==> src/rtl/pm_fetch_pkg.sv <==
// Shared constants and fetch FSM encoding for the program-memory fetch queue.
// No logic here; imported by the queue top and its storage FIFO.
package pm_fetch_pkg;

  localparam int DEF_ADDR_W = 16;
  localparam int DEF_INS_W  = 32;
  localparam int DEF_DEPTH  = 4;

  typedef enum logic [1:0] {
    BOOT  = 2'd0,
    RUN   = 2'd1,
    FLUSH = 2'd2
  } fetch_state_e;

endpackage

==> src/rtl/pm_fetch_fifo.sv <==
// Instruction queue storage: data + pc per entry; push visible at head the cycle after.
// No internal backpressure; clear wins over push/pop, push is dropped only when full with no pop.
module pm_fetch_fifo
  import pm_fetch_pkg::*;
#(
  parameter int DEPTH = DEF_DEPTH,
  parameter int DAT_W = DEF_INS_W,
  parameter int PC_W  = DEF_ADDR_W
) (
  input  logic                     clk,
  input  logic                     reset,
  input  logic                     push,
  input  logic [DAT_W-1:0]         push_dat,
  input  logic [PC_W-1:0]          push_pc,
  input  logic                     pop,
  input  logic                     clear,
  output logic [DAT_W-1:0]         head_dat,
  output logic [PC_W-1:0]          head_pc,
  output logic [$clog2(DEPTH):0]   level
);

  localparam int PTR_W = $clog2(DEPTH);
  localparam int LVL_W = PTR_W + 1;

  logic [DAT_W-1:0] dat_mem [DEPTH];
  logic [PC_W-1:0]  pc_mem  [DEPTH];
  logic [PTR_W-1:0] wr_ptr;
  logic [PTR_W-1:0] rd_ptr;
  logic             full;
  logic             do_push;
  logic             do_pop;

  assign full    = (level == LVL_W'(DEPTH));
  assign do_pop  = pop && !clear && (level != '0);
  assign do_push = push && !clear && (!full || do_pop);

  always_ff @(posedge clk or negedge reset) begin
    if (!reset) begin
      wr_ptr <= '0;
      rd_ptr <= '0;
      level  <= '0;
    end else if (clear) begin
      wr_ptr <= '0;
      rd_ptr <= '0;
      level  <= '0;
    end else begin
      if (do_push) wr_ptr <= wr_ptr + PTR_W'(1);
      if (do_pop)  rd_ptr <= rd_ptr + PTR_W'(1);
      level <= level + LVL_W'(do_push) - LVL_W'(do_pop);
    end
  end

  // Payload needs no reset: the head is masked by the occupancy count upstream.
  always_ff @(posedge clk) begin
    if (do_push) begin
      dat_mem[wr_ptr] <= push_dat;
      pc_mem[wr_ptr]  <= push_pc;
    end
  end

  assign head_dat = dat_mem[rd_ptr];
  assign head_pc  = pc_mem[rd_ptr];

endmodule

==> src/rtl/pm_fetch_queue.sv <==
// Instruction prefetch queue: fetch-to-head latency 2 cycles (issue, response write, head).
// Fetches throttle so queued + in-flight never exceeds DEPTH; redirect flushes and refetches.
module pm_fetch_queue
  import pm_fetch_pkg::*;
#(
  parameter int                ADDR_W   = DEF_ADDR_W,
  parameter int                INS_W    = DEF_INS_W,
  parameter int                DEPTH    = DEF_DEPTH,
  parameter logic [ADDR_W-1:0] RESET_PC = '0
) (
  input  logic                   clk,
  input  logic                   reset,
  output logic                   mem_en,
  output logic [ADDR_W-1:0]      mem_addr,
  input  logic [INS_W-1:0]       mem_rdata,
  input  logic                   redirect,
  input  logic [ADDR_W-1:0]      redirect_pc,
  output logic                   ins_valid,
  input  logic                   ins_ready,
  output logic [INS_W-1:0]       ins,
  output logic [ADDR_W-1:0]      ins_pc,
  output logic [$clog2(DEPTH):0] level
);

  fetch_state_e      state_q;
  fetch_state_e      state_d;
  logic [ADDR_W-1:0] pc_q;
  logic [ADDR_W-1:0] inflight_pc_q;
  logic              inflight_q;
  logic              room;
  logic              push;
  logic              pop;
  logic [INS_W-1:0]  head_dat;
  logic [ADDR_W-1:0] head_pc;

  // The response still in flight holds a slot, so the queue can never overflow.
  assign room = (int'(level) + int'(inflight_q)) < DEPTH;

  always_comb begin
    state_d = state_q;
    mem_en  = 1'b0;
    case (state_q)
      BOOT:    state_d = RUN;
      RUN:     mem_en = room && !redirect;
      FLUSH: begin
        mem_en  = !redirect;
        state_d = RUN;
      end
      default: state_d = BOOT;
    endcase
    if (redirect) state_d = FLUSH;
  end

  always_ff @(posedge clk or negedge reset) begin
    if (!reset) begin
      state_q       <= BOOT;
      pc_q          <= RESET_PC;
      inflight_q    <= 1'b0;
      inflight_pc_q <= '0;
    end else begin
      state_q    <= state_d;
      inflight_q <= mem_en;
      if (mem_en) inflight_pc_q <= pc_q;
      if (redirect)    pc_q <= redirect_pc;
      else if (mem_en) pc_q <= pc_q + ADDR_W'(1);
    end
  end

  // Redirect drops the arriving response and any same-cycle pop.
  assign push = inflight_q && !redirect;
  assign pop  = ins_valid && ins_ready && !redirect;

  pm_fetch_fifo #(
    .DEPTH (DEPTH),
    .DAT_W (INS_W),
    .PC_W  (ADDR_W)
  ) u_fifo (
    .clk      (clk),
    .reset    (reset),
    .push     (push),
    .push_dat (mem_rdata),
    .push_pc  (inflight_pc_q),
    .pop      (pop),
    .clear    (redirect),
    .head_dat (head_dat),
    .head_pc  (head_pc),
    .level    (level)
  );

  assign mem_addr  = mem_en ? pc_q : '0;
  assign ins_valid = (level != '0);
  assign ins       = ins_valid ? head_dat : '0;
  assign ins_pc    = ins_valid ? head_pc : '0;

endmodule

==> config.mk <==
export PLATFORM = sky130hd
export DESIGN_NAME = pm_fetch_queue
export DESIGN_NICKNAME = d
export VERILOG_FILES = /design/src/rtl/pm_fetch_pkg.sv /design/src/rtl/pm_fetch_fifo.sv /design/src/rtl/pm_fetch_queue.sv
export SDC_FILE = /design/constraint.sdc
export NUM_CORES = 1
export LEC_CHECK = 0
export ABC_AREA = 1
export BUFFER_PORTS_ARGS = -buffer_cell sky130_fd_sc_hd__clkbuf_2
export CORE_MARGIN = 2
export CORE_UTILIZATION = 62
export DETAILED_ROUTE_END_ITERATION = 10
export GPL_TIMING_DRIVEN = 1
export HOLD_SLACK_MARGIN = 0.02
export PLACE_DENSITY = 0.83
export SLEW_MARGIN = 20
export SYNTH_ARGS = -nofsm -noshare
export SYNTH_HDL_FRONTEND = slang
export SYNTH_SLANG_ARGS = --single-unit
==> constraint.sdc <==
create_clock -name clk -period 10.6 [get_ports clk]
set_clock_uncertainty 0.15 [all_clocks]
set_input_delay 1.59 -clock clk [delete_from_list [all_inputs] [get_ports clk]]
set_output_delay 1.59 -clock clk [all_outputs]
set_load 0.01 [all_outputs]
=== Word level (Yosys, flattened, before mapping) ===
Memory sizes are Yosys's and may differ from the RTL's.
Index checks and enable logic that the tools add are counted.

* Add/sub/neg operators: 6
* Order comparisons: 1
* Equal/unequal tests: 4
* Mux-type cells: 15
* Reductions and logical operators: 17

{| class="wikitable"
|+ Operators by type and width
! kind !! number
|-
| $mux 16 || 4
|-
| $mux 32 || 1
|-
| $add 16x1->16 const B || 1
|-
| $mux 2 || 5
|-
| $logic_and 1x1->1 || 8
|-
| $reduce_bool 2->1 || 3
|-
| $add 2x1->2 const B || 2
|-
| $add 3x1->4 || 1
|-
| $lt 4x3->1 const B || 1
|-
| $pmux 2 s2 || 1
|-
| $add 3x1->3 || 1
|-
| $eq 3x3->1 const B || 1
|-
| $mux 3 || 1
|-
| $reduce_bool 3->1 || 1
|-
| $sub 3x1->3 || 1
|-
| $eq 2x1->1 const B || 1
|-
| $eq 2x2->1 const B || 1
|-
| $logic_not 1->1 || 2
|-
| $logic_not 2->1 || 1
|-
| $mux 1 || 2
|-
| $ne 2x2->1 const B || 1
|-
| $pmux 1 s2 || 1
|-
| $reduce_or 2->1 || 1
|-
| $logic_or 1x1->1 || 1
|}

* Register bits: 42
* RAM bits: 192
* Bits of input ports: 52
* Output and inout bits: 69
* Memories: 2

{| class="wikitable"
|+ Memory list
! memory !! words !! bits a word !! read ports !! clocked after Yosys merged registers in !! write ports !! RTL line !! RTL
|-
| u_fifo.dat_mem || 4 || 32 || 1 || 0 || 1 || pm_fetch_fifo.sv:25 || <nowiki>logic [DAT_W-1:0] dat_mem [DEPTH];</nowiki>
|-
| u_fifo.pc_mem || 4 || 16 || 1 || 0 || 1 || pm_fetch_fifo.sv:26 || <nowiki>logic [PC_W-1:0] pc_mem [DEPTH];</nowiki>
|}

=== Logic depth before layout (Yosys ltp) ===
Gate-level depths: netlist of run 1.

* Word-level depth: 10
* Depth in mapped cells: 11

=== Cells and area by module ===
A second synthesis of run 1 with hierarchy kept.

* Cells, all modules: 900
* Area total of the unflattened synthesis: 9,944.5 µm²

{| class="wikitable"
|+ Modules (own cells, without submodules)
! module !! times used !! cells each !! area each (µm²)
|-
| pm_fetch_fifo || 1 || 523 || 7,572.3
|-
| pm_fetch_queue || 1 || 377 || 2,372.3
|}

=== Worst setup path before layout of run 1 ===
OpenSTA, ideal clock, no wires.

* Path kind: input to register
* From: in redirect
* To: mem u_fifo.dat_mem[0][0] (netlist bit) (enable)
* Library setup time: 454 ps
* Arrival time: 3,902 ps
* Data required time: 9,996 ps
* Setup slack: 6,094 ps
* Stages on the path: 3
* Buffers on the path: 0
* Cells stage by stage: inv_2 -> nand3_1 -> nor2_1

* Longest elaborated chain between the ends: 8
* Elaborated cells on any way between the ends: 10
* Classes of those cells: mux (2); reduce/logical (8)

{| class="wikitable"
|+ RTL lines
! item !! RTL line !! RTL
|-
| start: declaration || pm_fetch_queue.sv:16 || <nowiki>input logic redirect,</nowiki>
|-
| $logic_not 1->1 * || n/a ||
|-
| $logic_and 1x1->1 || pm_fetch_queue.sv:71 || <nowiki>assign pop = ins_valid && ins_ready && !redirect;</nowiki>
|-
| $logic_and 1x1->1 (2 in series) || pm_fetch_fifo.sv:34 || <nowiki>assign do_pop = pop && !clear && (level != '0);</nowiki>
|-
| $logic_or 1x1->1 || pm_fetch_fifo.sv:35 || <nowiki>assign do_push = push && !clear && (!full || do_pop);</nowiki>
|-
| $logic_and 1x1->1 * || pm_fetch_fifo.sv:35 ||
|-
| $mux 1 * || pm_fetch_fifo.sv:55 || <nowiki>if (do_push) begin</nowiki>
|-
| $mux 1 (not written as such) * || pm_fetch_fifo.sv:56 || <nowiki>dat_mem[wr_ptr] <= push_dat;</nowiki>
|-
| end: declaration || pm_fetch_fifo.sv:25 ||
|}

Every way passes the cells marked *; elsewhere a longest branch is shown, timed or not.

=== Worst setup path after layout of run 1 ===
* From: in redirect
* To: out mem_addr[2]

* Longest elaborated chain between the ends: 4

{| class="wikitable"
|+ RTL lines
! item !! RTL line !! RTL
|-
| $logic_not 1->1 * || pm_fetch_queue.sv:44, pm_fetch_queue.sv:46 ||
|-
| $logic_and 1x1->1 || pm_fetch_queue.sv:44 || <nowiki>RUN: mem_en = room && !redirect;</nowiki>
|-
| $pmux 1 s2 * || pm_fetch_queue.sv:42 || <nowiki>case (state_q)</nowiki>
|-
| $mux 16 * || pm_fetch_queue.sv:90 || <nowiki>assign mem_addr = mem_en ? pc_q : '0;</nowiki>
|-
| end: declaration || pm_fetch_queue.sv:14 || <nowiki>output logic [ADDR_W-1:0] mem_addr,</nowiki>
|}

Marked as above.

==> metrics.cfg, run 1 <==
[outcome]
outcome=finished clean

[logic_synthesis]
syn-instance-count=888
ys_types=25
synth_fp_nets=951
synth.cell_area_sq_mm=0.00978
avgSynthCellArea_sq_um=11.0
yosysSeqAreaShare=0.697
ys.warnings.count=0
ys_ff_latch=234

[worst_setup_path]
slowest_delay_ps=490
crit_fanout=65
crit_path_top_delay_cell=buf_4
crit_chain=clkbuf_2, nor2_1, nand2_2, buf_4, nor2_1, clkbuf_2
cp.arrival_ps=2900
required_ps=8860
crit_path_start_kind=input port
critPathBufInv=3
end_kind=primary output
critPathKind=input port to primary output
critPathTopFamily=buffers and inverters

[clock_network]
htree_levels=1
hold_buffers=0
cts-root-buf=clkbuf_16
cts_sinks=234
cts_buffers=25
cts-resized-gates=0
clkLatencyLatePin_ps=520
clkTransAtPathRegs_ps=50
cts_setup_buffers=0
cts_tree=done
clockBufferDepth=3

[global_routing]
gr-total-overflow=0
grt_use_total=0.242
grt_pass1_wl_microns=31700
grt_max_degree=98
grt_pass1_vias=6463
antenna_found_initial=0

[sta]
finalWorstPathRequiredPeriod_ps=4640
hold_viol_final=0
finalSetupTns_ps=0
setup_viol=0
setup_ws_ps=5960
slew_headroom=0.298
rsz0062_at_grt=false
slew_violations=0
fmax_ghz=0.216
tightestPinTransition_ps=1050
post-route-period-util=0.438

[cells_and_area]
drive_above_1_share=0.183
antenna_cells=0
area_growth_pct=16.0
nNetsFinal=1061
fillers=1047
fin_cells=1228
final_cell_mix=nor2_1, edfxtp_1, clkbuf_2
layout_commonest_cell=nor2_1

[run]
maxCapViolCount=0

[placed_design]
pre_cts_ws_ps=5990
portBuffers=120
numPlacedInstances=1182
place_congestion=0.891
dp_hpwl_microns=11100

[routing]
drc=0
ant_nets=0
first_iter_violations=633
drt-vias-per-instance=5.49
vias=6738
wl_microns=20200
wl_per_cell_microns=16.5
drtPass1Iterations=5

[floorplanning]
io_pins=121
fp.dieW_microns=130
die_area_sq_mm=0.0168
fp.dieH_microns=130
design.core.area_sq_mm=0.0153
start_util=0.639
rows=45

[power_and_ir_drop]
internal_power_mw=1.78
power_density_mw_per_mm2=229
power.share.sequential=0.439
power_switching_mw=0.812
power.total_mw=2.60
power.share.switching=0.313
clock_power_share=0.329
ir_worst_vdd_uv=185
p_comb_frac=0.232
p_leak_nw=4.49

[worst_hold_path]
hold_class=flop to flop

==> per-stage QoR <==
stage	hold slack [ps]	utilization	cell area (sq um)
6_report	356	0.741	11300
5_1_grt	387	0.741	11300
3_5_place_dp	355	0.688	10500
3_3_place_gp	340	0.688	10500
4_1_cts	363	0.741	11300
2_1_floorplan	318	-	9780
==> final timing paths <==
check,start,endpoint,slack (ps),cells past startpoint
max,redirect,mem_addr[2],5960,6
max reg2reg,u_fifo.level[1]$_DFF_PN0_,u_fifo.level[1]$_DFF_PN0_,7710,11
min reg2reg,state_q[0]$_DFFE_PN0P_,state_q[0]$_DFFE_PN0P_,360,1
min,state_q[0]$_DFFE_PN0P_,state_q[0]$_DFFE_PN0P_,360,1
max in group asynchronous,reset,u_fifo.rd_ptr[0]$_DFFE_PN0P_,8900,2
min in group asynchronous,reset,pc_q[1]$_DFFE_PN0P_,990,2
==> power groups by stage <==
stage | registers, mW | clock network (mW) | logic, mW
3_3_place_gp | 1.15 | 0 | 0.585
6_report | 1.14 | 0.855 | 0.602
5_1_grt | 1.15 | 0.906 | 0.671
2_1_floorplan | 1.14 | 0 | 0.388
4_1_cts | 1.14 | 0.865 | 0.607
3_5_place_dp | 1.16 | 0 | 0.603
==> cells by family (layout without fill, tap and decap cells) <==
family | Yosys count | in the layout | share of synthesized area
AOI/OAI and AO/OA | 173 | 173 | 0.0889
DFF | 234 | 234 | 0.697
adders and majority gates | 11 | 11 | 0.0148
xor gates and xnor gates | 7 | 7 | 0.00627
buffers and inverters | 89 | 218 | 0.0402
and+or+nand+nor | 374 | 374 | 0.153
==> cells in the mapped netlist, drive strengths merged <==
| cell | count | share of area |
|---|---|---|
| edfxtp | 192 | 0.59 |
| o21ai | 120 | 0.061 |
| nor2 | 228 | 0.088 |
| nand3b | 2 | 0.0015 |
| fa | 1 | 0.0020 |
| clkinv | 1 | 0.00038 |
| a21oi | 53 | 0.028 |
| nand4 | 3 | 0.0019 |
| dfrtp | 42 | 0.11 |
| nor3 | 4 | 0.0031 |
| clkbuf | 20 | 0.0077 |
| inv | 40 | 0.015 |
| buf | 28 | 0.017 |
| nand3 | 44 | 0.023 |
| ha | 10 | 0.013 |
| nand2 | 93 | 0.036 |
| xor2 | 7 | 0.0063 |
==> sequential cells by signal (all words and copies together) (netlist names) <==
register,count
u_fifo.dat_mem,128
u_fifo.pc_mem,64
inflight_pc_q,16
pc_q,16
u_fifo.level,3
state_q,2
u_fifo.rd_ptr,2
u_fifo.wr_ptr,2
inflight_q,1
==> metal layers <==
metal | up-vias | share of wire | global-route usage
li1 | 3264 | - | -
met1 | 3165 | 0.41 | 0.317
met2 | 269 | 0.50 | 0.420
met3 | 40 | 0.072 | 0.0438
met4 | 0 | 0.021 | 0.0683
met5 | - | 0 | 0
==> cell type report <==
class / count / area (sq um) / share of cell area
Tap cell: 211 / 264 / 0.0233
Timing Repair Buffer: 131 / 683 / 0.0602
Multi-Input combinational cell: 565 / 2610 / 0.230
Clock buffer: 27 / 643 / 0.0567
Clock inverter: 19 / 174 / 0.0153
Sequential cell: 234 / 6820 / 0.601
Inverter: 41 / 154 / 0.0136
(Power assumes the default switching activity.)
==> inputs of run 2 (changes only) <==
--- a/config.mk
+++ b/config.mk
@@ -5,14 +5,14 @@
 export SDC_FILE = /design/constraint.sdc
 export NUM_CORES = 1
 export LEC_CHECK = 0
-export ABC_AREA = 1
+export ABC_AREA = 0
 export BUFFER_PORTS_ARGS = -buffer_cell sky130_fd_sc_hd__clkbuf_2
 export CORE_MARGIN = 2
-export CORE_UTILIZATION = 62
+export CORE_UTILIZATION = 58
 export DETAILED_ROUTE_END_ITERATION = 10
 export GPL_TIMING_DRIVEN = 1
 export HOLD_SLACK_MARGIN = 0.02
-export PLACE_DENSITY = 0.83
+export PLACE_DENSITY = 0.79
 export SLEW_MARGIN = 20
 export SYNTH_ARGS = -nofsm -noshare
 export SYNTH_HDL_FRONTEND = slang
==> constraint.sdc (replaced) <==
create_clock -name clk -period 4.6 [get_ports clk]
set_clock_uncertainty 0.15 [all_clocks]
set_input_delay 0.69 -clock clk [delete_from_list [all_inputs] [get_ports clk]]
set_output_delay 0.69 -clock clk [all_outputs]
set_load 0.01 [all_outputs]
==> metrics.cfg, run 2 <==
[power_and_ir_drop]
power.total_mw=5.60
ir_worst_vdd_uv=287
power_density_mw_per_mm2=508
p_leak_nw=4.00

[floorplanning]
fp.dieW_microns=132
fp.dieH_microns=132
design.core.area_sq_mm=0.0159
rows=46
start_util=0.597
die_area_sq_mm=0.0175
io_pins=121

[global_routing]
gr-total-overflow=0
grt_use_total=0.192
grt_pass1_wl_microns=26600
grt_max_degree=52
antenna_found_initial=0
grt_pass1_vias=4994

[cells_and_area]
layout_commonest_cell=edfxtp_1
drive_above_1_share=0.369
top_register=u_fifo.dat_mem
fin_area_sq_mm=0.0110
antenna_cells=0
final_cell_mix=edfxtp_1, clkbuf_2, and2_1
top_regs=u_fifo.dat_mem (128), u_fifo.pc_mem (64)
nNetsFinal=705
largest_register_ffs=128
area_growth_pct=15.8

[routing]
drtPass1Iterations=5
first_iter_violations=405
drc=0
ant_nets=0
wl_per_cell_microns=18.8
wl_microns=16500
drt-vias-per-instance=5.65
vias=4942

[logic_synthesis]
synth-edff-count=192
yosysMostFrequentCell=edfxtp_1
ys.warnings.count=0
post-synth-top-area-cell=edfxtp_1
synth.cell_area_sq_mm=0.00952
yosysSeqAreaShare=0.716
synth_common_cells=edfxtp_1, and2_1, mux4_2
synth_top_area_frac=0.606
synth-main-ff-cell=edfxtp_1
ys_ff_latch=234
ys_types=44
avgSynthCellArea_sq_um=18.5
synth_fp_nets=579
syn-instance-count=516
ys_async_sr_fraction=0.179
synthTopCellsByArea=edfxtp_1, mux4_2, dfrtp_1

[run]
maxCapViolCount=0

[worst_setup_path]
crit_path_top_delay_cell=nor2_4
crit_chain=ha_1, o211ai_1, nand4b_2, and2_4, nor2_4, and2_1, clkbuf_2
crit_fanout=33
cp.arrival_ps=3000
required_ps=3760
crit_path_start_kind=flop
slowest_delay_ps=560
critPathKind=flop to primary output
critPathBufInv=1
end_kind=primary output
critPathTopFamily=simple AND/OR/NAND/NOR gates

[placed_design]
place_congestion=0.809
portBuffers=120
placed_area_sq_mm=0.0103
dp_hpwl_microns=10300

[sta]
fmax_ghz=0.261
hold_slack_ps=174
post-route-period-util=0.834
hold_viol_final=0
rsz0062_at_grt=false
tightestPinTransition_ps=1000
finalWorstPathRequiredPeriod_ps=3840
finalSetupTns_ps=0
slew_violations=0
setup_viol=0
slew_headroom=0.330

[clock_network]
hold_buffers=0
cts_tree=done
clkLatencyLatePin_ps=500
cts_setup_buffers=0
cts_sinks=234
cts-root-buf=clkbuf_16
clockBufferDepth=3
clkTransAtPathRegs_ps=60
cts_buffers=23
htree_levels=1
cts-resized-gates=0

[worst_hold_path]
hold_class=input port to async pin

[outcome]
outcome=finished clean

run 2: changes by cell type in the layout (fill, tap and decap cells not counted), moves of 10 or more:
cell / previous run / this run
mux4_2: 0 / 48
o21ai_1: 90 / 0
inv_1: 33 / 10
nand2_1: 92 / 16
o21ai_0: 30 / 9
xnor2_1: 0 / 10
mux2_2: 0 / 22
nor2_1: 224 / 7
a21oi_1: 52 / 7
nand3_1: 43 / 6
and2_1: 0 / 64
run 2: routing by layer:
metal  up-vias  track usage  part of all wire
met1      2497        0.271              0.43
met5         -            0                 0
met3        19       0.0296             0.060
met2       188        0.323              0.49
met4         0       0.0465             0.013
li1       2238            -                 -
run 2: report_power, final:
| group | total (mW) | switching (mW) | leakage, nW | internal (mW) |
|---|---|---|---|---|
| Combinational | 1.12 | 0.533 | 1.41 | 0.592 |
| Sequential | 2.77 | 0.252 | 2.24 | 2.52 |
| Clock | 1.70 | 0.730 | 0.342 | 0.972 |
| Total | 5.60 | 1.51 | 4.00 | 4.08 |
run 2: final timing paths:
path | start | end | slack [ps] | cells after the start
worst min register to register | pc_q[14]$_DFFE_PN0P_ | inflight_pc_q[14]$_DFFE_PN0P_ | 360 | 1
worst max-delay path | u_fifo.level[1]$_DFF_PN0_ | mem_addr[1] | 760 | 7
worst min-delay path | reset | pc_q[2]$_DFFE_PN0P_ | 170 | 1
max in group asynchronous | reset | u_fifo.rd_ptr[0]$_DFFE_PN0P_ | 3450 | 1
min in group clk | redirect_pc[5] | pc_q[5]$_DFFE_PN0P_ | 260 | 3
worst max register to register | u_fifo.level[1]$_DFF_PN0_ | inflight_pc_q[5]$_DFFE_PN0P_ | 1780 | 6
run 2: cell families (layout without fill, tap and decap cells):
kind of cell / after synthesis / in the layout / synth area share
adder cells (fa/ha/maj): 11 / 11 / 0.0152
buffers and inverters: 37 / 180 / 0.0177
AO/OA/AOI/OAI: 28 / 28 / 0.0197
flip-flops: 234 / 234 / 0.716
multiplexers: 72 / 72 / 0.142
AND/OR/NAND/NOR: 116 / 116 / 0.0731
XOR/XNOR: 18 / 18 / 0.0166
run 2: area by class of cell:
class	count	area (sq um)
multi-input combinational	245	2540
timing repair buffer	128	661
fill	1057	4910
tap	216	270
clock inverter	11	63.8
sequential	234	6820
clock buffer	31	636
inverter	10	37.5
run 2: through the flow:
step | util | worst slack (ps) | cells
3_5_place_dp | 0.648 | 1290 | 833
3_3_place_gp | 0.648 | 1440 | 833
2_1_floorplan | - | 1750 | 516
6_report | 0.692 | 762 | 875
5_1_grt | 0.692 | 540 | 875
4_1_cts | 0.692 | 742 | 875
run 2: worst reg2reg max path, stage by stage, from the launching register on:
cell and delay (ps):
dfrtp_1 460, ha_1 250, o211ai_1 190, nand4b_2 350
and2_4 310, nor2_4 560, mux2_2 430
==> inputs of run 3 (changes only) <==
--- a/config.mk
+++ b/config.mk
@@ -5,7 +5,7 @@
 export SDC_FILE = /design/constraint.sdc
 export NUM_CORES = 1
 export LEC_CHECK = 0
-export ABC_AREA = 0
+export ABC_AREA = 1
 export BUFFER_PORTS_ARGS = -buffer_cell sky130_fd_sc_hd__clkbuf_2
 export CORE_MARGIN = 2
 export CORE_UTILIZATION = 58
==> constraint.sdc (replaced) <==
create_clock -name clk -period 3.9 [get_ports clk]
set_clock_uncertainty 0.15 [all_clocks]
set_input_delay 0.585 -clock clk [delete_from_list [all_inputs] [get_ports clk]]
set_output_delay 0.585 -clock clk [all_outputs]
set_load 0.01 [all_outputs]
==> metrics.cfg, run 3 (same netlist as run 1, synthesis figures left out) <==
[sta]
finalWorstPathRequiredPeriod_ps=3330
fmax_ghz=0.300
slew_violations=0
hold_viol_final=0
slew_headroom=0.343
tightestPinTransition_ps=984
setup_viol=0
post-route-period-util=0.854
rsz0062_at_grt=false
finalSetupTns_ps=0

[power_and_ir_drop]
power.share.sequential=0.462
power_switching_mw=2.12
power_density_mw_per_mm2=604
ir_worst_vdd_uv=349
p_comb_frac=0.233
clock_power_share=0.306
power.share.switching=0.311
internal_power_mw=4.69
p_leak_nw=4.44

[worst_setup_path]
critPathKind=flop to primary output
crit_fanout=51
required_ps=3160
crit_top_cell=nor2_1
slowest_delay_ps=770
crit_chain=buf_4, nor2_1, nor2_1, o21ai_1, a21oi_1, clkbuf_2
critPathBufInv=2
critPathTopFamily=flip-flops
cp.arrival_ps=2600
crit_path_start_kind=flop
crit_path_top_delay_cell=dfrtp_4
end_kind=primary output

[cells_and_area]
area_growth_pct=15.3
largest_register_ffs=128
post-route-util=0.682
drive_above_1_share=0.178
fillers=1179
final_cell_mix=nor2_1, edfxtp_1, clkbuf_2
nNetsFinal=1059
antenna_cells=0
fin_cells=1231
layout_commonest_cell=nor2_1
fin_area_sq_mm=0.0113
top_regs=u_fifo.dat_mem (128), u_fifo.pc_mem (64)
top_register=u_fifo.dat_mem

[clock_network]
cts-resized-gates=0
clockBufferDepth=3
clkTransAtPathRegs_ps=60
cts_buffers=23
cts_tree=done
cts_sinks=234
clkLatencyLatePin_ps=500
cts-root-buf=clkbuf_16
cts_setup_buffers=0
htree_levels=1
hold_buffers=0

[placed_design]
dp_hpwl_microns=11400
portBuffers=120
place_congestion=0.872
placed_area_sq_mm=0.0106
numPlacedInstances=1191

[routing]
first_iter_violations=656
drt-vias-per-instance=5.45
vias=6709
drtPass1Iterations=6
wl_per_cell_microns=16.0
ant_nets=0
wl_microns=19800
drc=0

[floorplanning]
rows=47
fp.dieH_microns=134
fp.dieW_microns=134
start_util=0.592
design.core.area_sq_mm=0.0165
io_pins=121
die_area_sq_mm=0.0179

[global_routing]
grt_pass1_wl_microns=31500
antenna_found_initial=0
grt_use_total=0.221
gr-total-overflow=0
grt_max_degree=78
grt_pass1_vias=6263

[worst_hold_path]
hold_class=input port to async pin

[outcome]
outcome=finished clean

[run]
maxCapViolCount=0

==> run 3: cell types whose count changed in the layout (fill, tap and decap cells not counted), moves of 21 or more <==
cell     delta
o21ai_1    +90
mux4_2     -48
inv_1      +23
and2_1     -64
nand3_1    +37
nor2_1    +217
a21oi_1    +45
nand2_1    +76
mux2_2     -22
o21ai_0    +21
==> run 3: worst paths after layout <==
kind / startpoint / to / slack [ps] / cells after the start
setup / recovery: u_fifo.rd_ptr[0]$_DFFE_PN0P_ / ins_pc[15] / 570 / 6
hold / removal: reset / inflight_pc_q[1]$_DFFE_PN0P_ / 90 / 1
setup reg to reg: u_fifo.level[1]$_DFF_PN0_ / pc_q[7]$_DFFE_PN0P_ / 1460 / 11
hold reg to reg: state_q[0]$_DFFE_PN0P_ / state_q[0]$_DFFE_PN0P_ / 350 / 1
max in group asynchronous: reset / u_fifo.rd_ptr[0]$_DFFE_PN0P_ / 2810 / 1
min in group clk: redirect_pc[15] / pc_q[15]$_DFFE_PN0P_ / 150 / 3
==> run 3: power by group through the flow <==
stage | clock (mW) | sequential, mW | combinational [mW]
after global placement | 0 | 3.18 | 1.56
after global routing | 2.20 | 3.17 | 1.77
after floorplan | 0 | 3.09 | 1.05
after CTS | 2.11 | 3.14 | 1.60
final | 2.08 | 3.15 | 1.58
after detailed placement | 0 | 3.19 | 1.59
==> run 3: metal layers <==
| layer | track usage | part of all wire | vias to the layer above | wire length [microns] |
|---|---|---|---|---|
| met1 | 0.313 | 0.43 | 3163 | 8540 |
| li1 | - | - | 3253 | - |
| met2 | 0.354 | 0.48 | 255 | 9420 |
| met5 | 0 | 0 | - | 0 |
| met3 | 0.0359 | 0.070 | 38 | 1380 |
| met4 | 0.0727 | 0.021 | 0 | 414 |
==> run 3: through the flow <==
step	total power [mW]	hold WS, ps	setup WS [ps]
2_1_floorplan	4.15	139	399
3_3_place_gp	4.74	336	1140
3_5_place_dp	4.78	350	1120
4_1_cts	6.85	142	600
5_1_grt	7.14	146	441
6_report	6.81	88.4	569
==> run 3: layout make-up <==
cell class | count | area, sq um | area share
clock buffer | 31 | 616 | 0.0546
tap | 220 | 275 | 0.0244
sequential | 234 | 6820 | 0.605
timing repair buffer | 131 | 708 | 0.0628
inverter | 41 | 154 | 0.0136
multi-input combinational | 565 | 2610 | 0.231
clock inverter | 9 | 92.6 | 0.00821
